==> src/rtl/fpm_exp_seq.sv <==
// Exponent-path sequencer for the FP multiplier.
// Shares one external 9-bit adder across three steps: exponent sum,
// normalization increment, bias removal. Flags zero/overflow/underflow.
module fpm_exp_seq #(
    parameter int unsigned BIAS = 127
) (
    input  logic       clk,
    input  logic       rst_n,
    input  logic       in_valid,
    output logic       in_ready,
    input  logic [7:0] exp_a,
    input  logic [7:0] exp_b,
    input  logic       norm_inc,
    output logic [8:0] add_a,
    output logic [8:0] add_b,
    input  logic [8:0] add_s,
    output logic       out_valid,
    input  logic       out_ready,
    output logic [7:0] exp_out,
    output logic       ovf,
    output logic       unf,
    output logic       zero
);

    localparam int unsigned EW = 8;
    localparam int unsigned AW = 9;

    // Adding 512-BIAS modulo 512 subtracts the bias.
    localparam logic [AW-1:0] BIAS_NEG = AW'(512 - BIAS);
    // Biased-sum limits, applied to the accumulator before bias removal.
    localparam logic [AW-1:0] OVF_LIM  = AW'(BIAS + 255);
    localparam logic [AW-1:0] UNF_LIM  = AW'(BIAS);

    typedef enum logic [2:0] {
        IDLE  = 3'd0,
        ADD_E = 3'd1,
        ADD_N = 3'd2,
        SUB_B = 3'd3,
        DONE  = 3'd4
    } state_e;

    state_e        state_q;
    logic [AW-1:0] acc_q;
    logic [AW-1:0] add_a_q;
    logic [AW-1:0] add_b_q;
    logic          n_q;
    logic          zero_flag_q;
    logic          in_ready_q;
    logic          out_valid_q;
    logic [EW-1:0] exp_out_q;
    logic          ovf_q;
    logic          unf_q;
    logic          zero_q;

    // Sequencer: adder operands are loaded one cycle ahead so they are
    // stable for the whole step that consumes add_s.
    always_ff @(posedge clk) begin
        if (!rst_n) begin
            state_q     <= IDLE;
            acc_q       <= '0;
            add_a_q     <= '0;
            add_b_q     <= '0;
            n_q         <= 1'b0;
            zero_flag_q <= 1'b0;
            in_ready_q  <= 1'b0;
            out_valid_q <= 1'b0;
            exp_out_q   <= '0;
            ovf_q       <= 1'b0;
            unf_q       <= 1'b0;
            zero_q      <= 1'b0;
        end else begin
            case (state_q)
                IDLE: begin
                    if (in_valid && in_ready_q) begin
                        n_q         <= norm_inc;
                        zero_flag_q <= (exp_a == '0) || (exp_b == '0);
                        add_a_q     <= {1'b0, exp_a};
                        add_b_q     <= {1'b0, exp_b};
                        in_ready_q  <= 1'b0;
                        state_q     <= ADD_E;
                    end else begin
                        in_ready_q  <= 1'b1;
                    end
                end
                ADD_E: begin
                    acc_q   <= add_s;
                    add_a_q <= add_s;
                    add_b_q <= {{(AW-1){1'b0}}, n_q};
                    state_q <= ADD_N;
                end
                ADD_N: begin
                    acc_q   <= add_s;
                    add_a_q <= add_s;
                    add_b_q <= BIAS_NEG;
                    state_q <= SUB_B;
                end
                SUB_B: begin
                    add_a_q     <= '0;
                    add_b_q     <= '0;
                    out_valid_q <= 1'b1;
                    ovf_q       <= 1'b0;
                    unf_q       <= 1'b0;
                    zero_q      <= 1'b0;
                    if (zero_flag_q) begin
                        zero_q    <= 1'b1;
                        exp_out_q <= '0;
                    end else if (acc_q >= OVF_LIM) begin
                        ovf_q     <= 1'b1;
                        exp_out_q <= '1;
                    end else if (acc_q <= UNF_LIM) begin
                        unf_q     <= 1'b1;
                        exp_out_q <= '0;
                    end else begin
                        exp_out_q <= add_s[EW-1:0];
                    end
                    state_q <= DONE;
                end
                DONE: begin
                    if (out_ready) begin
                        out_valid_q <= 1'b0;
                        in_ready_q  <= 1'b1;
                        state_q     <= IDLE;
                    end
                end
                default: begin
                    state_q <= IDLE;
                end
            endcase
        end
    end

    assign in_ready  = in_ready_q;
    assign add_a     = add_a_q;
    assign add_b     = add_b_q;
    assign out_valid = out_valid_q;
    assign exp_out   = exp_out_q;
    assign ovf       = ovf_q;
    assign unf       = unf_q;
    assign zero      = zero_q;

endmodule

==> config.mk <==
export PLATFORM = sky130hd
export DESIGN_NAME = fpm_exp_seq
export DESIGN_NICKNAME = d
export VERILOG_FILES = /design/src/rtl/fpm_exp_seq.sv
export SDC_FILE = /design/constraint.sdc
export NUM_CORES = 1
export LEC_CHECK = 0
export ABC_AREA = 1
export CAP_MARGIN = 30
export CORE_UTILIZATION = 40
export CTS_CLUSTER_SIZE = 12
export DETAILED_ROUTE_END_ITERATION = 6
export DONT_BUFFER_PORTS = 1
export HOLD_SLACK_MARGIN = 0.12
export PLACE_DENSITY_LB_ADDON = 0.3
export SYNTH_ARGS = -nofsm -noshare
export SYNTH_HDL_FRONTEND = slang
export SYNTH_SLANG_ARGS = --single-unit
export TNS_END_PERCENT = 1
==> constraint.sdc <==
create_clock -name clk -period 1.5 [get_ports clk]
set_clock_uncertainty 0.1 [all_clocks]
set_input_delay 0 -clock clk [delete_from_list [all_inputs] [get_ports clk]]
set_output_delay 0 -clock clk [all_outputs]
set_load 0.01 [all_outputs]
==> reports/results.ini, run 1 <==
[routing]
routedWlPerCell_um=12.9
firstDrtPassIters=4
vias=1768
routed_wl_mm=4.74
initialDrtViolationCount=92
remaining_drc_errors=0
antenna_left=0
vias_per_cell=4.79

[clocking]
clkSinkCount=44
clk_latency_ns=0.30
clk_path_buf_depth=2
cts_buffers=5
cts-root-buf=clkbuf_8
tritoncts=built
h-tree-depth=2
cts.clk_slew.worst_paths_ns=0.08
cts_setup_buffers=0

[power]
power.share.clock_pct=22.8
switchingPower_mw=1.71
power_density_nw_per_um2=1790
p_comb_share_pct=35.6
p_int_mw=2.67
switching_share_pct=39.0
seqPwrFrac_pct=41.6
leakage_nw=1.02
vdd_drop_max_uv=1080

[setup_path]
critPathRequiredTime_ns=1.63
start_kind=input pin
rrSetupSlack_ns=0.19
crit_fanout=2
crit_type=input pin to flip-flop
endpoint_kind=flip-flop
arrival_ns=1.49

[floorplan]
core_area_um2=4690
start_util_pct=41.6
die_w_um=71.8
dieArea_um2=5160
dieHeight_um=71.8
num_rows=25
num_io_pins=61

[final_layout]
antennaDiodeCount=0
drive_gt1_share_pct=12.1
fillers=470
syn_to_final_growth_pct=25.6
ff_latch_area_um2=890
fin_nets=344
multi_input_area_um2=908

[sta]
holdWs_ns=0.297
fin_crit_sh_pct=90.6
drv_slew=0
grt_setup_unrepaired=no
fin_ws_ns=0.141
hold_violations=0
setup_tns_ns=0
finalCriticalPeriod_ns=1.36
worst_pin_slew_ns=0.430
setup_viol=0
timing.fmax_mhz=736
max_slew_margin_pct=71.2

[global_route]
grtUsageTotal_pct=19.9
grt_first_pass_wirelength_mm=7.97
grt_max_degree=39
overflow=0
grt_pass1_vias=1638
antenna_found_initial=0

[placement]
portBuffers=0
dp.final_hpwl_mm=3.18
gp_congestion=0.780
dp_slack_ns=0.0936

[status]
outcome=completed

[logic_synthesis]
avgSynthCellArea_um2=6.97
yosys_warnings=0
syn-cell-area_um2=1950
synth-seq-area-share_pct=45.2
synth_cell_types=21
ys_ff_latch=44
syn_inst=280
syn_nets=310

[hold_path]
hp-class=input pin to flip-flop

[job]
maxCapViolCount=0

-- critical path, cell delays in order --
cell,delay (ns)
dlygate4sd3_1,0.56
nor2_1,0.12
nand4_1,0.10
dlygate4sd3_1,0.57
a21oi_1,0.13
-- state kept, by name, indices dropped and copies added (netlist names) --
register     count
add_b            9
in_ready         1
n_q              1
zero             1
state_q          3
ovf              1
exp_out          8
out_valid        1
acc_q            8
unf              1
zero_flag_q      1
add_a            9
-- cells by family after synthesis --
| group | synth area share [%] |
|---|---|
| AOI/OAI and AO/OA | 10.8 |
| and+or+nand+nor | 35.4 |
| buffers and inverters | 8.66 |
| DFF | 45.2 |
-- timing repair --
action,CTS,global route
resized for setup,0,6
hold endpoints to repair,44,0
endpoints found under the setup margin,0,25
hold buffers,30,0
-- cell type report --
cell class                      instances  area share, %
Clock buffer                            7           3.93
Clock inverter                          1           1.23
Inverter                               28           4.39
Multi-Input combinational cell        200           37.1
Sequential cell                        44           36.3
Tap cell                               54           2.76
Timing Repair Buffer                   35           14.3
-- cells in the final DEF, fill, tap and decap left out --
cell	n
nor3_1	1
o21ai_4	1
buf_4	4
nand2_4	2
inv_2	2
a21oi_4	1
nor2_2	11
clkbuf_8	7
a21oi_1	32
dfxtp_4	2
dlygate4sd3_1	30
bufinv_16	1
nor2_4	1
o21ai_1	3
nor2_1	55
dfxtp_1	41
inv_4	1
nand3_1	18
nand4_1	2
nand2_2	3
inv_1	25
o21ai_0	2
buf_12	1
nand2_1	68
dfxtp_2	1
-- path summary, 6_finish.rpt --
path                                               from                       end  depth (start not counted)
worst max-delay path                           exp_b[6]  zero_flag_q$_SDFFE_PN0P_                          5
worst min-delay path                           norm_inc          n_q$_SDFFE_PN0P_                          3
worst max register to register  state_q[1]$_SDFFE_PN0P_   exp_out[6]$_SDFFE_PN0P_                          6
worst min register to register    acc_q[3]$_SDFFE_PN0N_     acc_q[3]$_SDFFE_PN0N_                          2
-- metal layers --
layer	track usage, %	vias to the layer above	share of wire (%)
li1	-	946	-
met1	27.2	764	51
met2	29.7	53	41
met3	6.33	5	7.0
met4	6.54	0	1.2
met5	0	-	0
-- synth_stat cells --
library cell | instances | area, um2
nor2_1 | 55 | 206
a21oi_1 | 32 | 160
nor2_4 | 1 | 11.3
inv_1 | 25 | 93.8
clkbuf_1 | 3 | 11.3
buf_6 | 4 | 45.0
inv_2 | 2 | 7.51
nor2_2 | 11 | 68.8
a21oi_4 | 1 | 16.3
nor3_1 | 1 | 5.00
nand4_1 | 2 | 12.5
buf_2 | 1 | 5.00
dfxtp_1 | 44 | 881
o21ai_0 | 2 | 10.0
nand3_1 | 18 | 90.1
nand2_4 | 2 | 22.5
o21ai_1 | 3 | 15.0
inv_4 | 1 | 6.26
o21ai_2 | 1 | 8.76
nand2_1 | 68 | 255
nand2_2 | 3 | 18.8
-- per-stage QoR --
stage / total power [mW] / utilization, % / instances / cell area, um2
floorplan: 2.99 / - / 280 / 1950
global route: 4.72 / 52.2 / 369 / 2450
global placement: 3.28 / 42.8 / 331 / 2010
detailed placement: 3.31 / 42.8 / 331 / 2010
finish: 4.38 / 52.2 / 369 / 2450
CTS: 4.38 / 51.9 / 369 / 2430
-- power groups by stage --
stage / Clock, mW / Sequential [mW] / Combinational [mW]
after floorplan: 0 / 1.78 / 1.20
after global placement: 0 / 1.83 / 1.45
after detailed placement: 0 / 1.83 / 1.48
after CTS: 1.02 / 1.81 / 1.55
after global routing: 1.08 / 1.88 / 1.77
final: 0.999 / 1.82 / 1.56
No activity file was read; power rests on OpenSTA's default activity.
==> inputs of run 2 (changes only) <==
--- a/config.mk
+++ b/config.mk
@@ -6,13 +6,13 @@
 export NUM_CORES = 1
 export LEC_CHECK = 0
 export ABC_AREA = 1
-export CAP_MARGIN = 30
+export CAP_MARGIN = 20
 export CORE_UTILIZATION = 40
 export CTS_CLUSTER_SIZE = 12
 export DETAILED_ROUTE_END_ITERATION = 6
 export DONT_BUFFER_PORTS = 1
-export HOLD_SLACK_MARGIN = 0.12
 export PLACE_DENSITY_LB_ADDON = 0.3
+export RECOVER_POWER = 100
 export SYNTH_ARGS = -nofsm -noshare
 export SYNTH_HDL_FRONTEND = slang
 export SYNTH_SLANG_ARGS = --single-unit
==> reports/results.ini, run 2 (synthesized netlist as in run 1, its figures left out) <==
[status]
outcome=completed

[hold_path]
hp-class=input pin to flip-flop

[clocking]
h-tree-depth=2
clkSinkCount=44
tritoncts=built
cts-root-buf=clkbuf_8
clk_latency_ns=0.29
cts_buffers=5
clk_path_buf_depth=2
cts_setup_buffers=0
cts.clk_slew.worst_paths_ns=0.08

[routing]
routed_wl_mm=4.75
vias_per_cell=4.80
initialDrtViolationCount=98
firstDrtPassIters=4
remaining_drc_errors=0
vias=1773
routedWlPerCell_um=12.9
antenna_left=0

[sta]
setup_tns_ns=0
fin_crit_sh_pct=90.9
max_slew_margin_pct=70.8
fin_ws_ns=0.136
setup_viol=0
timing.fmax_mhz=733
finalCriticalPeriod_ns=1.36
hold_violations=0
drv_slew=0
grt_setup_unrepaired=no
worst_pin_slew_ns=0.436

[placement]
dp.final_hpwl_mm=3.18
gp_congestion=0.780
dp_slack_ns=0.0936
portBuffers=0

[power]
vdd_drop_max_uv=1080
power_density_nw_per_um2=1780
leakage_nw=1.01

[setup_path]
endpoint_kind=flip-flop
crit_type=flip-flop to flip-flop
start_kind=flip-flop
arrival_ns=1.43
critPathRequiredTime_ns=1.57
crit_fanout=10

[global_route]
grt_pass1_vias=1643
grt-busiest-layer=met2
met3_usage_pct=6.33
grtUsageTotal_pct=19.8
antenna_found_initial=0
use_met1_pct=27.0
overflow=0
grt_max_degree=39
grt_use_met2_pct=29.8
grt_first_pass_wirelength_mm=7.96

[floorplan]
die_w_um=71.8
dieHeight_um=71.8
dieArea_um2=5160
num_rows=25
start_util_pct=41.6
core_area_um2=4690
num_io_pins=61

[final_layout]
ff_latch_area_um2=890
mostFrequentLayoutCell=nand2_1
fin_nets=344
drive_gt1_share_pct=11.1
syn_to_final_growth_pct=24.6
multi_input_area_um2=896
fin_util_pct=51.8
final_cell_mix=68 x nand2_1, 55 x nor2_1, 41 x dfxtp_1, 32 x a21oi_1, 30 x dlygate4sd3_1
antennaDiodeCount=0
fillers=473

[job]
maxCapViolCount=0

[run 2: cell count changes in the layout (fill, tap and decap cells not counted), sizes merged]
cell | before | now
buf | 5 | 4
clkbuf | 7 | 8
[run 2: final cells by class]
type | count | share of cell area (%)
tap | 54 | 2.78
inverter | 28 | 4.32
timing repair buffer | 35 | 14.3
clock buffer | 7 | 3.96
multi-input combinational | 200 | 36.9
clock inverter | 1 | 1.24
sequential | 44 | 36.6
[run 2: timing repair]
item / in CTS / in global routing
gates resized for setup: 0 / 6
hold endpoints to repair: 40 / 0
setup endpoints to repair: 0 / 25
hold buffers: 30 / 0
[run 2: power breakdown]
part	internal [mW]	leakage [nW]	switching, mW
sequential	1.49	0.362	0.329
clock	0.588	0.0645	0.412
combinational	0.562	0.585	0.952
[run 2: worst paths after layout]
| kind | from | end | slack, ns | depth (start not counted) |
|---|---|---|---|---|
| max reg2reg | state_q[2]$_SDFFE_PN0P_ | acc_q[8]$_SDFFE_PN0N_ | 0.14 | 6 |
| min | rst_n | unf$_SDFFE_PN0P_ | 0.05 | 3 |
| max | state_q[2]$_SDFFE_PN0P_ | acc_q[8]$_SDFFE_PN0N_ | 0.14 | 6 |
| min reg2reg | acc_q[3]$_SDFFE_PN0N_ | acc_q[3]$_SDFFE_PN0N_ | 0.37 | 2 |
[run 2: critical path, cell delays in order, from the launching register on]
cell	delay (ns)
dfxtp_2	0.37
nor2_2	0.20
nand2_2	0.11
nand2_2	0.19
inv_2	0.12
nand2_1	0.09
a21oi_1	0.06
[run 2: through the flow]
stage,cell area [um2],std cells,hold slack (ns),power [mW]
after floorplan,1950,280,0.0251,2.99
after global placement,2010,331,0.0309,3.28
after detailed placement,2010,331,0.0324,3.31
after CTS,2430,369,0.0425,4.38
after global routing,2430,369,0.0748,4.66
final,2430,369,0.0499,4.34
[run 2: routing by layer]
layer / vias up / routed length (um)
met4: 0 / 68
li1: 946 / -
met3: 6 / 304
met2: 49 / 1950
met5: - / 0
met1: 772 / 2430
